**src/rtl/sw_debounce_if.sv**
```systemverilog
// Switch conditioner bus: raw pins and W1C write strobe in,
// debounced state and sticky change flags out.
interface sw_debounce_if #(
  parameter int unsigned NUM_SW = 10
);
  logic [NUM_SW-1:0] sw_i;
  logic              clr_we_i;
  logic [NUM_SW-1:0] clr_mask_i;
  logic [NUM_SW-1:0] sw_o;
  logic [NUM_SW-1:0] changed_o;
  logic              any_changed_o;

  modport master (
    output sw_i, clr_we_i, clr_mask_i,
    input  sw_o, changed_o, any_changed_o
  );

  modport slave (
    input  sw_i, clr_we_i, clr_mask_i,
    output sw_o, changed_o, any_changed_o
  );
endinterface

```
**src/rtl/sw_debounce.sv**
```systemverilog
// Slide-switch conditioner: per-bit 2-flop synchronizer, debounce counter and
// sticky W1C change flag; feeds the 0xC001 switch read.
module sw_debounce_lane #(
  parameter int unsigned DEBOUNCE_CYCLES = 500000
) (
  input  logic clk,
  input  logic rst_n,
  input  logic sw_i,
  input  logic clr_i,
  output logic sw_o,
  output logic changed_o
);
  localparam int unsigned CNT_WIDTH = $clog2(DEBOUNCE_CYCLES + 1);
  localparam logic [CNT_WIDTH-1:0] CNT_LAST = CNT_WIDTH'(DEBOUNCE_CYCLES - 1);

  logic                 sync1_q, sync2_q;
  logic                 sw_q, sw_d;
  logic                 chg_q, chg_d;
  logic [CNT_WIDTH-1:0] cnt_q, cnt_d;
  logic                 accept;

  // The counter only runs while sync2 disagrees with the accepted level,
  // so it is bounded by CNT_LAST and never wraps.
  always_comb begin
    cnt_d  = cnt_q;
    sw_d   = sw_q;
    accept = 1'b0;
    if (sync2_q == sw_q) begin
      cnt_d = '0;
    end else if (cnt_q == CNT_LAST) begin
      sw_d   = sync2_q;
      cnt_d  = '0;
      accept = 1'b1;
    end else begin
      cnt_d = cnt_q + 1'b1;
    end
  end

  // Set dominates clear so an acceptance coinciding with a W1C write is kept.
  assign chg_d = accept | (chg_q & ~clr_i);

  always_ff @(posedge clk or negedge rst_n) begin
    if (!rst_n) begin
      sync1_q <= 1'b0;
      sync2_q <= 1'b0;
      sw_q    <= 1'b0;
      chg_q   <= 1'b0;
      cnt_q   <= '0;
    end else begin
      sync1_q <= sw_i;
      sync2_q <= sync1_q;
      sw_q    <= sw_d;
      chg_q   <= chg_d;
      cnt_q   <= cnt_d;
    end
  end

  assign sw_o      = sw_q;
  assign changed_o = chg_q;
endmodule

module sw_debounce #(
  parameter int unsigned NUM_SW          = 10,
  parameter int unsigned DEBOUNCE_CYCLES = 500000
) (
  input  logic          clk,
  input  logic          rst_n,
  sw_debounce_if.slave  bus
);
  logic [NUM_SW-1:0] sw_vec;
  logic [NUM_SW-1:0] chg_vec;
  logic [NUM_SW-1:0] clr_vec;

  assign clr_vec = bus.clr_mask_i & {NUM_SW{bus.clr_we_i}};

  for (genvar g = 0; g < NUM_SW; g++) begin : g_lane
    sw_debounce_lane #(
      .DEBOUNCE_CYCLES (DEBOUNCE_CYCLES)
    ) u_lane (
      .clk       (clk),
      .rst_n     (rst_n),
      .sw_i      (bus.sw_i[g]),
      .clr_i     (clr_vec[g]),
      .sw_o      (sw_vec[g]),
      .changed_o (chg_vec[g])
    );
  end

  // OR of flop outputs only, so the summary flag is glitch-free.
  assign bus.sw_o          = sw_vec;
  assign bus.changed_o     = chg_vec;
  assign bus.any_changed_o = |chg_vec;
endmodule

```
**src/flat_wrapper.sv**
```systemverilog
// flat-port wrapper written by rule: the top's interface ports become plain ports
module sw_debounce_flat 
#(
  parameter int unsigned NUM_SW          = 10,
  parameter int unsigned DEBOUNCE_CYCLES = 500000
)
  (clk, rst_n, bus_sw_i, bus_clr_we_i, bus_clr_mask_i, bus_sw_o, bus_changed_o, bus_any_changed_o);
  sw_debounce_if #(.NUM_SW(NUM_SW)) bus_i ();
  input  logic clk;
  input  logic rst_n;
  input wire logic [$bits(bus_i.sw_i)-1:0] bus_sw_i;
  input wire logic [$bits(bus_i.clr_we_i)-1:0] bus_clr_we_i;
  input wire logic [$bits(bus_i.clr_mask_i)-1:0] bus_clr_mask_i;
  output wire logic [$bits(bus_i.sw_o)-1:0] bus_sw_o;
  output wire logic [$bits(bus_i.changed_o)-1:0] bus_changed_o;
  output wire logic [$bits(bus_i.any_changed_o)-1:0] bus_any_changed_o;
  assign bus_i.sw_i = bus_sw_i;
  assign bus_i.clr_we_i = bus_clr_we_i;
  assign bus_i.clr_mask_i = bus_clr_mask_i;
  assign bus_sw_o = bus_i.sw_o;
  assign bus_changed_o = bus_i.changed_o;
  assign bus_any_changed_o = bus_i.any_changed_o;
  sw_debounce #(.NUM_SW(NUM_SW), .DEBOUNCE_CYCLES(DEBOUNCE_CYCLES)) u_core (.clk(clk), .rst_n(rst_n), .bus(bus_i));
endmodule
```
**config.mk**
```make
export PLATFORM = sky130hd
export DESIGN_NAME = sw_debounce_flat
export DESIGN_NICKNAME = d
export VERILOG_FILES = /design/src/rtl/sw_debounce_if.sv /design/src/rtl/sw_debounce.sv /design/src/flat_wrapper.sv
export SDC_FILE = /design/constraint.sdc
export NUM_CORES = 1
export LEC_CHECK = 0
export CAP_MARGIN = 0
export CORE_MARGIN = 2
export CORE_UTILIZATION = 50
export CTS_CLUSTER_SIZE = 40
export DETAILED_ROUTE_END_ITERATION = 8
export GPL_TIMING_DRIVEN = 0
export PLACE_DENSITY = 0.66
export REMOVE_ABC_BUFFERS = 1
export SLEW_MARGIN = 25
export SYNTH_ARGS = -nofsm -noshare
export SYNTH_HDL_FRONTEND = slang
export SYNTH_SLANG_ARGS = --single-unit
export TNS_END_PERCENT = 30
```
**constraint.sdc**
```tcl
create_clock -name clk -period 4.8 [get_ports clk]
set_input_delay 1.44 -clock clk [delete_from_list [all_inputs] [get_ports clk]]
set_output_delay 1.44 -clock clk [all_outputs]
set_load 0.03 [all_outputs]
```
==> results of run 1 <==
-- power by group through the flow --
stage | registers [mW] | clock network (mW) | logic (mW)
2_1_floorplan | 2.02 | 0 | 0.0597
3_3_place_gp | 2.03 | 0 | 0.135
4_1_cts | 1.99 | 1.98 | 0.145
3_5_place_dp | 2.03 | 0 | 0.144
5_1_grt | 2.00 | 2.05 | 0.164
6_report | 1.99 | 1.92 | 0.139
-- state kept, by name (all words and copies together), names as in the netlist --
name                            count
u_core.g_lane.u_lane.cnt_q        190
u_core.g_lane.u_lane.changed_o     10
u_core.g_lane.u_lane.sw_o          10
u_core.g_lane.u_lane.sync1_q       10
u_core.g_lane.u_lane.sync2_q       10
-- layout make-up --
type                       count  area (um2)
fill                        1824        9260
sequential                   230        5760
multi-input combinational    781        4900
clock buffer                  33         686
timing repair buffer          45         490
tap                          280         350
clock inverter                10         135
inverter                      30         113
-- metrics by stage --
stage                     instance area [um2]  instances  worst slack, ps  util, %  hold slack (ps)
after global placement                  11500       1364            -7490     53.1              332
after detailed placement                11600       1366             1750     53.5              336
final                                   12400       1409             1350     57.3              347
after global routing                    12400       1409             1260     57.3              354
after floorplan                         10700       1041             2290        -              331
after CTS                               12400       1409             1300     57.3              349
-- cell usage after synthesis (3+ instances only) --
| cell | count |
|---|---|
| o31ai_1 | 17 |
| or4b_2 | 3 |
| nor4b_1 | 10 |
| and3_1 | 13 |
| nor3_1 | 22 |
| nor4_1 | 18 |
| inv_1 | 30 |
| or4b_1 | 5 |
| a22o_1 | 9 |
| buf_2 | 6 |
| or3_1 | 30 |
| ha_1 | 10 |
| nand3b_1 | 4 |
| and4_1 | 21 |
| o21ai_0 | 31 |
| and2_1 | 14 |
| dfrtp_1 | 230 |
| nand4_1 | 48 |
| nand2_1 | 73 |
| or3_2 | 5 |
| or4_1 | 26 |
| nor2_1 | 154 |
| xor2_1 | 63 |
| o21ai_2 | 3 |
| xnor2_1 | 69 |
| clkbuf_1 | 15 |
| nand3_1 | 54 |
| a21oi_1 | 48 |
| buf_4 | 20 |
| nand4bb_1 | 3 |
| mux2_2 | 10 |
-- cells by family (layout without fill, tap and decap cells) --
kind of cell | after synthesis | count (layout) | synth area share, %
buffers and inverters | 73 | 118 | 3.38
muxes | 10 | 10 | 1.02
xor gates and xnor gates | 132 | 132 | 10.5
adders and majority gates | 10 | 10 | 1.14
AOI/OAI and AO/OA | 115 | 115 | 6.48
and+or+nand+nor | 514 | 514 | 25.1
DFF | 230 | 230 | 52.4
-- per-layer routing --
layer	global-route usage, %	wire length (um)
met1	25.8	10100
met2	29.2	9440
met3	2.70	623
met4	4.41	412
met5	0	0
-- worst reg2reg max path, stage by stage, from the launching register on --
cell      delay (ps)
dfrtp_1          410
ha_1             220
nand4_1          350
nand3b_1         340
o21ai_2          620
nor2_1           130
-- worst paths after layout --
path,startpoint,endpoint,slack [ps],cells past startpoint
min in group asynchronous,rst_n,u_core.g_lane[9].u_lane.changed_o,900,1
hold reg to reg,u_core.g_lane[2].u_lane.sync1_q,u_core.g_lane[2].u_lane.sync2_q,350,0
setup reg to reg,u_core.g_lane[1].u_lane.cnt_q[0],u_core.g_lane[1].u_lane.cnt_q[2],2570,5
setup / recovery,u_core.g_lane[8].u_lane.changed_o,bus_any_changed_o,1350,3
hold / removal,u_core.g_lane[2].u_lane.sync1_q,u_core.g_lane[2].u_lane.sync2_q,350,0
max in group asynchronous,rst_n,u_core.g_lane[2].u_lane.cnt_q[0],3100,2
==> summary.md, run 1 <==
| Metric | Value |
|---|---|
| Leak | `5.03 nW` |
| Final HPWL DP | `13500 um` |
| Switching pwr | `0.871 mW` |
| Total power | `4.05 mW` |
| Critical path endpoint category | `primary output` |
| I/O Buffers | `43` |
| Final worst-path cycle share | `71.9%` |
| Initial antenna violation count | `0` |
| Via/cell ratio | `5.53` |
| GRT Total Usage | `18.0%` |
| Synthesized area per cell | `10.1 um2` |
| Seq pwr share | `49.3%` |
| Vias in the first global route | `7608` |
| Pwr dens | `326 nW/um2` |
| Relative slew slack | `40.0%` |
| CP max-delay cell | `clkdlybuf4s50_1` |
| H-tree levels | `1` |
| Slew Viols, Final | `0` |
| CP Data Arrival Time | `2010 ps` |
| CP Launch Type | `flop` |
| RSZ-0062 raised after global routing | `false` |
| Top cells by area, synth | `dfrtp_1 52%, xnor2_1 5.5%, nor2_1 5.3%` |
| VDD IR max | `292 uV` |
| CTS tree | `yes` |
| Area Overhead vs Synth | `13.1%` |
| Rows | `54` |
| Longest Clk Path Bufs | `3` |
| Most common cell after layout, fill and taps aside | `dfrtp_1` |
| Clock power share | `47.3%` |
| Io pins | `44` |
| Wirelength per Cell | `14.6 um` |
| RD Place Congestion | `0.809` |
| Final Critical Period | `3450 ps` |
| Int Pwr | `3.18 mW` |
| Asr flop ratio synth | `100%` |
| Logic pwr share | `3.4%` |
| Worst skew pair latency | `530 ps` |
| Clk pin slew, worst setup/hold paths | `60 ps` |
| Initial Util | `50.7%` |
| Drt total wl | `20600 um` |
| Critical path class | `reg -> out` |
| Post-CTS setup buffers | `0` |
| Num CTS Buffers | `25` |
| EDFF count, synth | `0` |
| Die height | `152 um` |
| Final hold vios | `0` |
| Sw frac | `21.5%` |
| Leading area contributor after synthesis | `dfrtp_1` |
| Worst-margin pin slew | `896 ps` |
| Hold buffers post-CTS | `0` |
| Die area | `23200 um2` |
| Cells along the critical path | `nor4_1, nand3_1, clkdlybuf4s50_1` |
| Diodes inserted | `0` |
| Crit path max-delay family | `buffers and inverters` |
| Nets | `1146` |
| Drt pass-1 iters | `6` |
| Crit path required time | `3360 ps` |
| Post-synth top area share | `52.4%` |
| Synth warn | `0` |
| Setup-failing EPs final | `0` |
| First-pass GRT wire length | `36100 um` |
| Max Freq | `290 MHz` |
| Most frequent cells in the layout | `230 x dfrtp_1, 154 x nor2_1, 73 x nand2_1` |
| HP Class | `reg -> reg` |
| Core footprint | `21700 um2` |
| Post-synthesis sequential area ratio | `52.4%` |
| Mapped Cells | `1084` |
| Largest net degree at the start of global routing | `85` |
| Clk Tree Root Cell | `clkbuf_16` |
| Layout cells sized above 1 | `6.64%` |
| Crit Path Max Fanout | `3` |
| Max Clock Skew | `20.8 ps` |
| Netlist cell types | `42` |
| Total number of vias | `7789` |
| Worst path buffer plus inverter count | `1` |
| Flops & latches, synth | `230` |
| DRT antenna net count | `0` |
| Drt first-iter violations | `362` |
| Max Cap Viol | `0` |
| Die width | `152 um` |
| Predominant post-synthesis flop cell | `dfrtp_1` |
| # resized after CTS | `0` |
| Overflow after GRT | `0` |
| Mapped Area | `11000 um2` |
| DRC | `0` |
| Setup TNS | `0 ps` |
| Max incr delay on CP | `620 ps` |
| CTS sink cnt | `230` |
| Outcome | `finished, final reports clean` |
Power figures use the tool's default switching activity.
==> run 2: changes to the inputs <==
--- a/config.mk
+++ b/config.mk
@@ -11,7 +11,7 @@
 export CTS_CLUSTER_SIZE = 40
 export DETAILED_ROUTE_END_ITERATION = 8
 export GPL_TIMING_DRIVEN = 0
-export PLACE_DENSITY = 0.66
+export PLACE_DENSITY = 0.68
 export REMOVE_ABC_BUFFERS = 1
 export SLEW_MARGIN = 25
 export SYNTH_ARGS = -nofsm -noshare
==> constraint.sdc (replaced) <==
create_clock -name clk -period 2.81 [get_ports clk]
set_input_delay 0.843 -clock clk [delete_from_list [all_inputs] [get_ports clk]]
set_output_delay 0.843 -clock clk [all_outputs]
set_load 0.03 [all_outputs]
==> run 2 against run 1 <==
Compared with the run above: core utilization shrank 0.28 points; worst hold slack worse by 21 ps; total power rose by 65%; design area down 0.48%; register-to-register slack worse by 2000 ps; critical path depth down 2; die area unchanged; sequential power up 71%.
==> summary.md, run 2 (synthesized netlist as in run 1, its figures left out) <==
| Metric | Value |
|---|---|
| Outcome | `finished, final reports clean` |
| Slew Viols, Final | `0 (unchanged)` |
| Wirelength per Cell | `14.4 um (-1.4%)` |
| H-tree levels | `1 (unchanged)` |
| Total number of vias | `7737 (-0.67%)` |
| First-pass GRT wire length | `35200 um (-2.6%)` |
| DRC | `0 (unchanged)` |
| Most frequent cells in the layout | `230 x dfrtp_1, 154 x nor2_1, 73 x nand2_1` |
| Worst r2r src | `u_core.g_lane[1].u_lane.cnt_q[0]` |
| CP Launch Type | `flop` |
| Final hold vios | `0 (unchanged)` |
| Max incr delay on CP | `750 ps (+130 ps)` |
| Crit. path cell count | `1 (-2)` |
| Diodes inserted | `0 (unchanged)` |
| Drt pass-1 iters | `7 (+1)` |
| Non-Filler Instances | `1406 (-0.21%)` |
| Post-CTS setup buffers | `0 (unchanged)` |
| Final HPWL DP | `13300 um (-1.5%)` |
| Max Freq | `376 MHz` |
| Nets | `1146 (unchanged)` |
| Io pins | `44 (unchanged)` |
| Storage cell area | `5760 um2 (unchanged)` |
| Die area | `23200 um2 (unchanged)` |
| Leak | `5.01 nW (-0.33%)` |
| Clk pin slew, worst setup/hold paths | `60 ps (about the same)` |
| Crit Path Max Fanout | `3 (unchanged)` |
| DRT antenna net count | `0 (unchanged)` |
| Setup-failing EPs final | `0 (unchanged)` |
| Post-Route Utilization | `57.0% (-0.28 points)` |
| Num CTS Buffers | `25 (unchanged)` |
| RD Place Congestion | `0.794 (-1.9%)` |
| Overflow after GRT | `0 (unchanged)` |
| Relative slew slack | `41.7% (+1.7 points)` |
| GRT Total Usage | `17.6% (-0.39 points)` |
| Crit path from | `u_core.g_lane[6].u_lane.changed_o` |
| Rows | `54 (unchanged)` |
| Critical path endpoint category | `primary output` |
| Total power | `6.70 mW (+65%)` |
| Die width | `152 um (unchanged)` |
| Max Cap Viol | `0 (unchanged)` |
| Filler cells | `1862 (+2.1%)` |
| Core footprint | `21700 um2 (unchanged)` |
| Final Critical Period | `2660 ps` |
| Max reg flops | `190 (unchanged)` |
| Drt first-iter violations | `335 (-7.5%)` |
| Most common cell after layout, fill and taps aside | `dfrtp_1` |
| CTS tree | `yes` |
| Worst-case reg-to-reg path depth | `5 (unchanged)` |
| Largest net degree at the start of global routing | `84 (-1.2%)` |
| Crit path required time | `1970 ps (-1390 ps)` |
| Drt total wl | `20200 um (-1.6%)` |
| Dpl cells | `1366 (unchanged)` |
| Area of the multi-input gates | `4910 um2 (+0.13%)` |
| Crit path max-delay family | `buffers and inverters` |
| HP Class | `in -> async` |
| Setup TNS | `0 ps (unchanged)` |
| Hold Slack | `326 ps (-20.6 ps)` |
| Pwr dens | `541 nW/um2 (+66%)` |
| CTS sink cnt | `230 (unchanged)` |
| Initial antenna violation count | `0 (unchanged)` |
| Biggest register | `u_core.g_lane.u_lane.cnt_q` |
| I/O Buffers | `43 (unchanged)` |
| Die height | `152 um (unchanged)` |
| Max Clock Skew | `6.22 ps (-14.6 ps)` |
| Clk Tree Root Cell | `clkbuf_16` |
| Initial Util | `50.7% (unchanged)` |
| VDD IR max | `428 uV (+46%)` |
| Longest Clk Path Bufs | `3 (unchanged)` |
| Cells along the critical path | `clkdlybuf4s50_1` |
| CP max-delay cell | `clkdlybuf4s50_1` |
| Area Overhead vs Synth | `12.5%` |
| Worst path buffer plus inverter count | `1 (unchanged)` |
| Final worst-path cycle share | `94.7%` |
| Layout cells sized above 1 | `6.57% (-0.071 points)` |
| Critical path class | `reg -> out` |
| CP Data Arrival Time | `1820 ps (-190 ps)` |
| RSZ-0062 raised after global routing | `false` |
| Worst-margin pin slew | `872 ps (-24.7 ps)` |
| Worst skew pair latency | `510 ps (-20 ps)` |
| Vias in the first global route | `7486 (-1.6%)` |
| Via/cell ratio | `5.50 (-0.46%)` |
[run 2: cell types whose count changed in the layout (fill, tap and decap cells not counted), sizes merged]
cell,previous run,this run
inv,31,30
clkinvlp,1,0
clkdlybuf4s50,42,41
clkinv,5,6
dlygate4sd2,0,1
bufinv,3,1
[run 2: timing repair]
action / in CTS / in global routing
resized for setup: 2 / 0
hold buffers: 0 / 0
setup endpoints to repair: 1 / 0
[run 2: final timing paths]
check,slack [ps],to
worst max-delay path,150,bus_changed_o[6]
worst min-delay path,330,u_core.g_lane[1].u_lane.cnt_q[6]
worst max register to register,610,u_core.g_lane[1].u_lane.cnt_q[2]
worst min register to register,350,u_core.g_lane[3].u_lane.sync2_q
max in group asynchronous,1330,u_core.g_lane[8].u_lane.cnt_q[9]
min in group clk,350,u_core.g_lane[3].u_lane.sync2_q
[run 2: per-stage QoR]
step / setup slack, ps / area [um2]
4_1_cts: 67.6 / 12400
2_1_floorplan: 779 / 10700
5_1_grt: 82.3 / 12400
6_report: 150 / 12400
3_3_place_gp: -8860 / 11500
3_5_place_dp: 324 / 11600
[run 2: power by group]
| group | leakage [nW] | switching [mW] | internal, mW |
|---|---|---|---|
| clock network | 0.379 | 1.25 | 1.81 |
| logic | 1.49 | 0.155 | 0.0804 |
| registers | 3.14 | 0.0447 | 3.36 |
[run 2: metal layers]
metal,GRT usage [%],share of wire [%],vias up
met1,24.9,49,3710
met5,0,0,-
met3,2.79,3.6,24
met2,29.0,46,113
li1,-,-,3890
met4,3.87,1.6,0
[run 2: cell type report]
cell class                 instances  area share [%]
inverter                          30           0.910
timing repair buffer              45            3.95
clock inverter                     7           0.485
sequential                       230            46.5
tap                              280            2.83
multi-input combinational        781            39.7
clock buffer                      33            5.62
